<file path="config.mk">
export PLATFORM = sky130hd
export DESIGN_NAME = sobel_patch_engine
export DESIGN_NICKNAME = d
export VERILOG_FILES = /design/src/rtl/sobel_patch_engine.sv
export SDC_FILE = /design/constraint.sdc
export NUM_CORES = 1
export LEC_CHECK = 0
export ABC_AREA = 0
export CELL_PAD_IN_SITES_DETAIL_PLACEMENT = 1
export CELL_PAD_IN_SITES_GLOBAL_PLACEMENT = 1
export CORE_MARGIN = 1.5
export CORE_UTILIZATION = 40
export DETAILED_ROUTE_END_ITERATION = 6
export PLACE_DENSITY = 0.7
export SLEW_MARGIN = 20
export SYNTH_ARGS = -nofsm -noshare
export SYNTH_HDL_FRONTEND = slang
export SYNTH_SLANG_ARGS = --single-unit
</file>
<file path="constraint.sdc">
create_clock -name clk -period 10.1 [get_ports clk]
set_input_delay 2.02 -clock clk [delete_from_list [all_inputs] [get_ports clk]]
set_output_delay 2.02 -clock clk [all_outputs]
set_load 0.02 [all_outputs]
</file>
<file path="src/rtl/sobel_patch_engine.sv">
// 3x3 Sobel patch engine: fetches nine pixels over a req/gnt/rvalid read port,
// then computes Gx, Gy or |Gx|+|Gy| with a threshold-match flag.
module sobel_patch_engine #(
   parameter int PIXEL_W  = 8,
   parameter int ADDR_W   = 32,
   parameter int STRIDE_W = 16,
   localparam int RES_W   = PIXEL_W + 4
) (
   input  logic                clk,
   input  logic                rst_n,
   input  logic                start_i,
   input  logic [ADDR_W-1:0]   cfg_base_i,
   input  logic [STRIDE_W-1:0] cfg_stride_i,
   input  logic [1:0]          cfg_mode_i,
   input  logic [RES_W-1:0]    cfg_thresh_i,
   output logic                busy_o,
   output logic                done_o,
   output logic [RES_W-1:0]    result_o,
   output logic                match_o,
   output logic                sram_req_o,
   output logic [ADDR_W-1:0]   sram_addr_o,
   input  logic                sram_gnt_i,
   input  logic [PIXEL_W-1:0]  sram_rdata_i,
   input  logic                sram_rvalid_i
);

   typedef enum logic [2:0] {S_IDLE, S_REQ, S_WAIT, S_CALC, S_DONE} state_t;

   state_t                     state_q, state_d;
   logic [3:0]                 idx_q, idx_d;
   logic [ADDR_W-1:0]          base_q, base_d;
   logic [STRIDE_W-1:0]        stride_q, stride_d;
   logic [1:0]                 mode_q, mode_d;
   logic [RES_W-1:0]           thresh_q, thresh_d;
   logic [PIXEL_W-1:0]         patch_q [9];
   logic [PIXEL_W-1:0]         patch_d [9];
   logic signed [RES_W-1:0]    result_q, result_d;
   logic                       match_q, match_d;

   logic signed [RES_W-1:0]    gx, gy, res_calc;
   logic [1:0]                 row, col;
   logic [ADDR_W-1:0]          row_off;

   function automatic logic signed [RES_W-1:0] zx(input logic [PIXEL_W-1:0] p);
      return $signed({{(RES_W-PIXEL_W){1'b0}}, p});
   endfunction

   // Magnitude never overflows: the largest |G| is 4*(2^PIXEL_W-1).
   function automatic logic [RES_W-1:0] mag(input logic signed [RES_W-1:0] v);
      return v[RES_W-1] ? $unsigned(-v) : $unsigned(v);
   endfunction

   always_ff @(posedge clk or negedge rst_n) begin
      if (!rst_n) begin
         state_q  <= S_IDLE;
         idx_q    <= '0;
         base_q   <= '0;
         stride_q <= '0;
         mode_q   <= '0;
         thresh_q <= '0;
         result_q <= '0;
         match_q  <= 1'b0;
         for (int i = 0; i < 9; i++) patch_q[i] <= '0;
      end else begin
         state_q  <= state_d;
         idx_q    <= idx_d;
         base_q   <= base_d;
         stride_q <= stride_d;
         mode_q   <= mode_d;
         thresh_q <= thresh_d;
         result_q <= result_d;
         match_q  <= match_d;
         for (int i = 0; i < 9; i++) patch_q[i] <= patch_d[i];
      end
   end

   always_comb begin
      state_d = state_q;
      case (state_q)
         S_IDLE, S_DONE: if (start_i) state_d = S_REQ;
         S_REQ:          if (sram_gnt_i) state_d = S_WAIT;
         S_WAIT:         if (sram_rvalid_i) state_d = (idx_q == 4'd8) ? S_CALC : S_REQ;
         S_CALC:         state_d = S_DONE;
         default:        state_d = S_IDLE;
      endcase
   end

   always_comb begin
      gx = (zx(patch_q[2]) + (zx(patch_q[5]) <<< 1) + zx(patch_q[8]))
         - (zx(patch_q[0]) + (zx(patch_q[3]) <<< 1) + zx(patch_q[6]));
      gy = (zx(patch_q[6]) + (zx(patch_q[7]) <<< 1) + zx(patch_q[8]))
         - (zx(patch_q[0]) + (zx(patch_q[1]) <<< 1) + zx(patch_q[2]));
      case (mode_q)
         2'd0:    res_calc = gx;
         2'd1:    res_calc = gy;
         default: res_calc = $signed(mag(gx) + mag(gy));
      endcase
   end

   // Only an idle or finished engine samples cfg; rvalid is consumed solely in WAIT.
   always_comb begin
      idx_d    = idx_q;
      base_d   = base_q;
      stride_d = stride_q;
      mode_d   = mode_q;
      thresh_d = thresh_q;
      result_d = result_q;
      match_d  = match_q;
      for (int i = 0; i < 9; i++) patch_d[i] = patch_q[i];
      if ((state_q == S_IDLE || state_q == S_DONE) && start_i) begin
         idx_d    = '0;
         base_d   = cfg_base_i;
         stride_d = cfg_stride_i;
         mode_d   = cfg_mode_i;
         thresh_d = cfg_thresh_i;
      end
      if (state_q == S_WAIT && sram_rvalid_i) begin
         for (int i = 0; i < 9; i++)
            if (idx_q == 4'(i)) patch_d[i] = sram_rdata_i;
         if (idx_q != 4'd8) idx_d = idx_q + 4'd1;
      end
      if (state_q == S_CALC) begin
         result_d = res_calc;
         match_d  = mag(res_calc) > thresh_q;
      end
   end

   always_comb begin
      if (idx_q >= 4'd6) begin
         row = 2'd2;
         col = 2'(idx_q - 4'd6);
      end else if (idx_q >= 4'd3) begin
         row = 2'd1;
         col = 2'(idx_q - 4'd3);
      end else begin
         row = 2'd0;
         col = idx_q[1:0];
      end
      case (row)
         2'd1:    row_off = ADDR_W'(stride_q);
         2'd2:    row_off = ADDR_W'({stride_q, 1'b0});
         default: row_off = '0;
      endcase
      sram_addr_o = base_q + row_off + ADDR_W'(col);
      sram_req_o  = (state_q == S_REQ);
      busy_o      = (state_q == S_REQ) || (state_q == S_WAIT) || (state_q == S_CALC);
      done_o      = (state_q == S_DONE);
      result_o    = result_q;
      match_o     = match_q;
   end

endmodule
</file>
* Word level (Yosys, flattened, before mapping)
Cells that the tools add are included.
** Operators by class
- $add $sub $neg :: 19
- Magnitude comparators :: 3
- Equality and inequality tests :: 18
- Multiplexer cells :: 17
- Reduce and logical (&&, ||, !) cells :: 18
** Operators with widths (number)
- $add A10 B8 Y11 :: 4
- $add A8 B9 Y10 :: 4
- $mux W12 :: 3
- $neg A12 Y12 :: 3
- $pmux W17 S2 :: 1
- $add A32 B2 Y32 :: 1
- $add A32 B32 Y32 :: 1
- $pmux W12 S2 :: 1
- $sub A11 B11 Y12 :: 2
- $reduce_and A2 Y1 :: 8
- $add A12 B12 Y12 :: 1
- $eq A4 B3 Y1 const B :: 3
- $gt A12 B12 Y1 :: 1
- $mux W4 :: 3
- $pmux W3 S4 :: 1
- $mux W3 :: 3
- $eq A4 B2 Y1 const B :: 2
- $mux W2 :: 4
- $eq A3 B2 Y1 const B :: 2
- $add A4 B1 Y4 const B :: 1
- $eq A2 B1 Y1 const B :: 2
- $eq A4 B1 Y1 const B :: 1
- $eq A4 B4 Y1 const B :: 1
- $ge A4 B2 Y1 const B :: 1
- 16 further kinds :: 21
** Word-level totals
- Flip-flop bits (word level) :: 146
- Bits of input ports :: 75
- Output and inout bits :: 48
- Logic and storage cells :: 91

* Logic depth before layout (Yosys ltp)
- Depth after elaboration :: 10
- Mapped depth :: 33
- Mapped depth without buffers :: 31

* Worst setup path after synthesis
No wires, ideal clock.
- Path type :: register to register
- Start :: register patch_q[50] (netlist name)
- End :: register match_q (netlist: match_o)
- Library setup time :: 135 ps
- Data arrival time :: 6909 ps
- Data required time :: 9965 ps
- Setup slack :: 3056 ps
- Stages on the path, launching flop included :: 29
- Buffers on the path :: 0
- Clock period less this slack :: 7044 ps
- Cells stage by stage :: dfrtp_1 > inv_1 > fa_1 > fa_1 > inv_1 > fa_1 > inv_1 > fa_1 > a21o_1 > a221o_1 > o41ai_2 > nand2b_1 > and2b_2 > nand2_1 > o21ai_0 > ha_1 > a211oi_4 > nor3_1 > o41a_1 > xor2_1 > a222oi_1 > and3_2 > nor2_1 > xnor2_1 > ha_1 > a21o_1 > a21o_1 > a2111oi_0 > o31ai_1
** Between the ends
- Cells in the longest elaborated chain, start to end :: 10
- Elaborated cells between the ends (all ways) :: 14
- Those cells by class :: add/sub (9); order compare (1); mux (4)
** RTL lines
- start: declaration :: RTL line 35 : logic [PIXEL_W-1:0] patch_q [9];
- $add A8 B9 Y10 :: RTL line 89 : gx = (zx(patch_q[2]) + (zx(patch_q[5]) <<< 1) + zx(patch_q[8]))
- $add A10 B8 Y11 :: RTL line 89
- $sub A11 B11 Y12 :: RTL line 90 : - (zx(patch_q[0]) + (zx(patch_q[3]) <<< 1) + zx(patch_q[6]));
- $neg A12 Y12 :: RTL line 50 : return v[RES_W-1] ? $unsigned(-v) : $unsigned(v);
- $mux W12 :: RTL line 50
- $add A12 B12 Y12 :: RTL line 96 : default: res_calc = $signed(mag(gx) + mag(gy));
- $pmux W12 S2 * :: RTL line 93 : case (mode_q)
- $neg A12 Y12 :: RTL line 50
- $mux W12 * :: RTL line 50
- $gt A12 B12 Y1 * :: RTL line 124 : match_d = mag(res_calc) > thresh_q;
- end signal: assignment :: RTL line 72 : match_q <= match_d;
- end: declaration :: RTL line 38 : logic match_q, match_d;
Every way passes the cells marked *; elsewhere a longest branch is shown, timed or not.
A chain may end at the register's enable or synchronous reset.

* Worst setup path in the final report
- Start :: register idx_q[0]
- End :: output port sram_addr_o[21]
** Between the ends
- Cells in the longest elaborated chain, start to end :: 7
- Elaborated cells between the ends (all ways) :: 13
- Those cells by class :: add/sub (4); order compare (2); eq/ne (2); mux (5)
** RTL lines
- start: declaration :: RTL line 30 : logic [3:0] idx_q, idx_d;
- start signal: assignment :: RTL line 66 : idx_q <= idx_d;
- $ge A4 B2 Y1 :: RTL line 132 : end else if (idx_q >= 4'd3) begin
- $mux W1 :: RTL line 132
- $mux W2 :: RTL line 129 : if (idx_q >= 4'd6) begin
- $eq A2 B2 Y1 or $eq A2 B1 Y1 (tied branches) :: RTL line 139 : case (row)
- $pmux W17 S2 :: RTL line 139
- $add A32 B32 Y32 :: RTL line 144 : sram_addr_o = base_q + row_off + ADDR_W'(col);
- $add A32 B2 Y32 * :: RTL line 144
- end: declaration :: RTL line 21 : output logic [ADDR_W-1:0] sram_addr_o,
Marks and branches as above.

==> out/qor.csv <==
metric;value;unit
cts_resized;0;
synth.ff_latch_count;146;
cts_hold_buf;0;
ys_seq_area_share;32.9;%
netlist_area;11100;um^2
ff2ff_path_depth;27;
slew_violations;0;
cts_sinks;146;
coreArea;27100;um^2
syn_inst;1190;
rows;60;
hp-start;result_o[0];
die_h;170;um
hold_viol;0;
drtIter0Drc;386;
syn_to_final_growth;19.4;%
synth-edff-count;0;
grt_overflow;0;
hold_class;reg -> reg;
synthArstFlopShare;100;%
route.detailed.drc;0;
cpPeakStageDelay;710;ps
final.setup_skew;15.5;ps
cts-root-buf;clkbuf_16;
ioPinCount;123;
grt_pass1_vias;9469;
cts_made_buffers;17;
setup-violations-final;0;
dieArea;28800;um^2
globalplace.congestion;0.814;
r2r_slack;1880;ps
crit_buf_inv;4;
grt_pass1_wl;48000;um
hpwlAfterDp;21600;um
fin_nets;1530;
grt_use_total;21.3;%
startpoint_type;register;
wl_per_cell;16.8;um
critPathRequiredTime;8080;ps
yosys.cell_types.count;65;
avgViaCountPerCell;5.03;
cp_cell_sequence;inv_1 -> ha_1 -> o21ai_0 -> nand2b_1 -> nor2_1 -> a22oi_1 -> fa_1 -> inv_1 -> ha_1 -> inv_1 -> fa_1 -> nor2b_1 -> o31a_1 -> o221a_2 -> o211ai_1 -> a21oi_1 -> o21ai_0 -> a21boi_0 -> xor2_1 -> clkdlybuf4s50_1;
path_common_cell;inv_1;
fmax;115;MHz
arrival;6680;ps
grt_max_degree;76;
worst_setup_path_end_kind;output port;
hold-path-endpoint;result_o[0];
synthesis.nets;1417;
syn_area_per_cell;9.33;um^2
vias;8502;
clk_latency;440;ps
post-route-period-util;86.1;%
holdPathStages;2;
timing.rr.end;match_o;
fp.dieW;170;um
cts_max_path_buffers;2;
cp_max_fo;17;
rsz0062_at_grt;false;
r2r_start;patch_q[18];
final_antenna_net_count;0;
fillers;3106;
synthFlopType;dfrtp_1;
status;completed;
finish.utilization;48.9;%
post-cts-setup-buffer-count;0;
cp_top_family;compound AO/OA/AOI/OAI gates;
port_buffers;122;
initial_core_util;41.0;%
critPathSlowestCell;nor2_1;
slew_headroom;37.0;%
clkTransAtPathRegs;60;ps
htreeDepth;4;
drive_gt1_share;8.66;%
ys.warnings.count;0;
final.setup.tns;0;ps
maxCapViolations;0;
dr.pass1.iters;6;
period_needed;8700;ps
cts_tree;built;
worstSetupPathType;reg -> out;
worst_slew_pin_slew;945;ps
finalWirelength;28400;um
antenna_found_initial;1;
[cell usage in the layout (no fill, tap or decap), types with 5 or more instances in the layout]
cell type,count
nand4_1,5
ha_1,86
xnor2_1,49
nor3_1,19
mux2i_1,7
a21boi_0,7
nand2_1,213
a21oi_1,28
and3_1,11
or3_1,5
a211oi_1,7
dfrtp_1,146
fa_1,66
o211ai_1,5
xor2_1,22
inv_1,162
o31ai_1,5
clkdlybuf4s50_1,121
clkbuf_16,17
o21ai_0,61
a21o_1,16
nor3b_1,5
nand2b_1,10
mux2_2,66
nand3_1,20
and2_1,7
a22o_1,15
o21a_1,7
nor2b_1,5
nor2_1,54
[cells by family (layout without fill, tap and decap cells)]
| logic type | count (synthesis) | in the layout | share of synthesized area (%) |
|---|---|---|---|
| other | 0 | 1 | 0 |
| DFF | 146 | 146 | 32.9 |
| muxes | 73 | 73 | 7.32 |
| adders and majority gates | 152 | 152 | 21.6 |
| buffers and inverters | 193 | 319 | 6.68 |
| xor gates and xnor gates | 71 | 71 | 5.60 |
| and+or+nand+nor | 370 | 370 | 14.7 |
| AOI/OAI and AO/OA | 185 | 185 | 11.2 |
[worst reg2reg max path, cell delays in order, from the launching register on]
cell	delay, ps
dfrtp_1	380
inv_1	70
fa_1	520
fa_1	540
inv_1	50
fa_1	530
inv_1	70
fa_1	480
a21oi_1	180
o211ai_1	130
o41ai_1	400
nand2b_1	190
nor2b_1	610
o21ai_0	330
fa_1	530
a21o_1	210
a221oi_2	270
xnor2_1	100
a222oi_1	590
and4_1	320
and3_2	200
nor2_1	50
xnor2_1	160
ha_1	310
a21o_1	170
a21o_1	170
a2111oi_0	410
o31ai_1	120
[synthesized netlist by cell type (all sizes together) (12+ instances only)]
library cell	count	area [um^2]
nor3	19	95.1
ha	86	1080
xor2	22	193
fa	66	1320
dfrtp	146	3650
o21ai	62	310
inv	162	608
and3	12	76.3
nor2	55	209
a22o	15	131
a21o	17	129
clkbuf	27	101
xnor2	49	429
a21oi	29	149
nand2	214	803
nand3	20	100
mux2	66	743
[area by class of cell]
| class | instances | area, um^2 | share of cell area (%) |
|---|---|---|---|
| clock inverter | 12 | 121 | 0.915 |
| antenna | 1 | 2.50 | 0.0189 |
| multi-input combinational | 851 | 6720 | 50.7 |
| clock buffer | 20 | 447 | 3.37 |
| inverter | 162 | 608 | 4.59 |
| timing repair buffer | 125 | 1240 | 9.39 |
| sequential | 146 | 3650 | 27.6 |
| tap | 372 | 465 | 3.51 |
[state kept, by name, summed over array words and instances (netlist names)]
| register | cells |
|---|---|
| mode_q | 2 |
| result_o | 12 |
| thresh_q | 12 |
| match_o | 1 |
| idx_q | 4 |
| state_q | 3 |
| patch_q | 64 |
| base_q | 32 |
| stride_q | 16 |
[metal layers]
metal | global-route usage [%] | up-vias | share of wire (%)
met5 | 0 | - | 0
met4 | 4.92 | 0 | 1.0
met3 | 3.06 | 21 | 2.4
met2 | 38.2 | 108 | 51
met1 | 26.9 | 4231 | 45
li1 | - | 4142 | -
[metrics by stage]
| step | instance area, um^2 | hold slack, ps | std cells | setup slack (ps) |
|---|---|---|---|---|
| final | 13300 | 475 | 1689 | 1400 |
| after global placement | 12700 | 462 | 1656 | 1950 |
| after CTS | 13300 | 483 | 1688 | 1350 |
| after global routing | 13300 | 506 | 1688 | 930 |
| after floorplan | 11100 | 452 | 1190 | 3060 |
| after detailed placement | 12700 | 469 | 1656 | 1870 |
[worst max path at each step]
stage / slack [ps] / cells after the start / from / endpoint
after floorplan: 3060 / 28 / patch_q[50] / match_o
after global placement: 1950 / 20 / idx_q[0] / sram_addr_o[21]
after detailed placement: 1870 / 20 / idx_q[0] / sram_addr_o[21]
after CTS: 1350 / 20 / idx_q[0] / sram_addr_o[21]
after global routing: 930 / 20 / idx_q[0] / sram_addr_o[19]
final: 1400 / 20 / idx_q[0] / sram_addr_o[21]
Power is not shown: default switching activity piles up to over one toggle a cycle in this logic, so the estimate is an artifact.
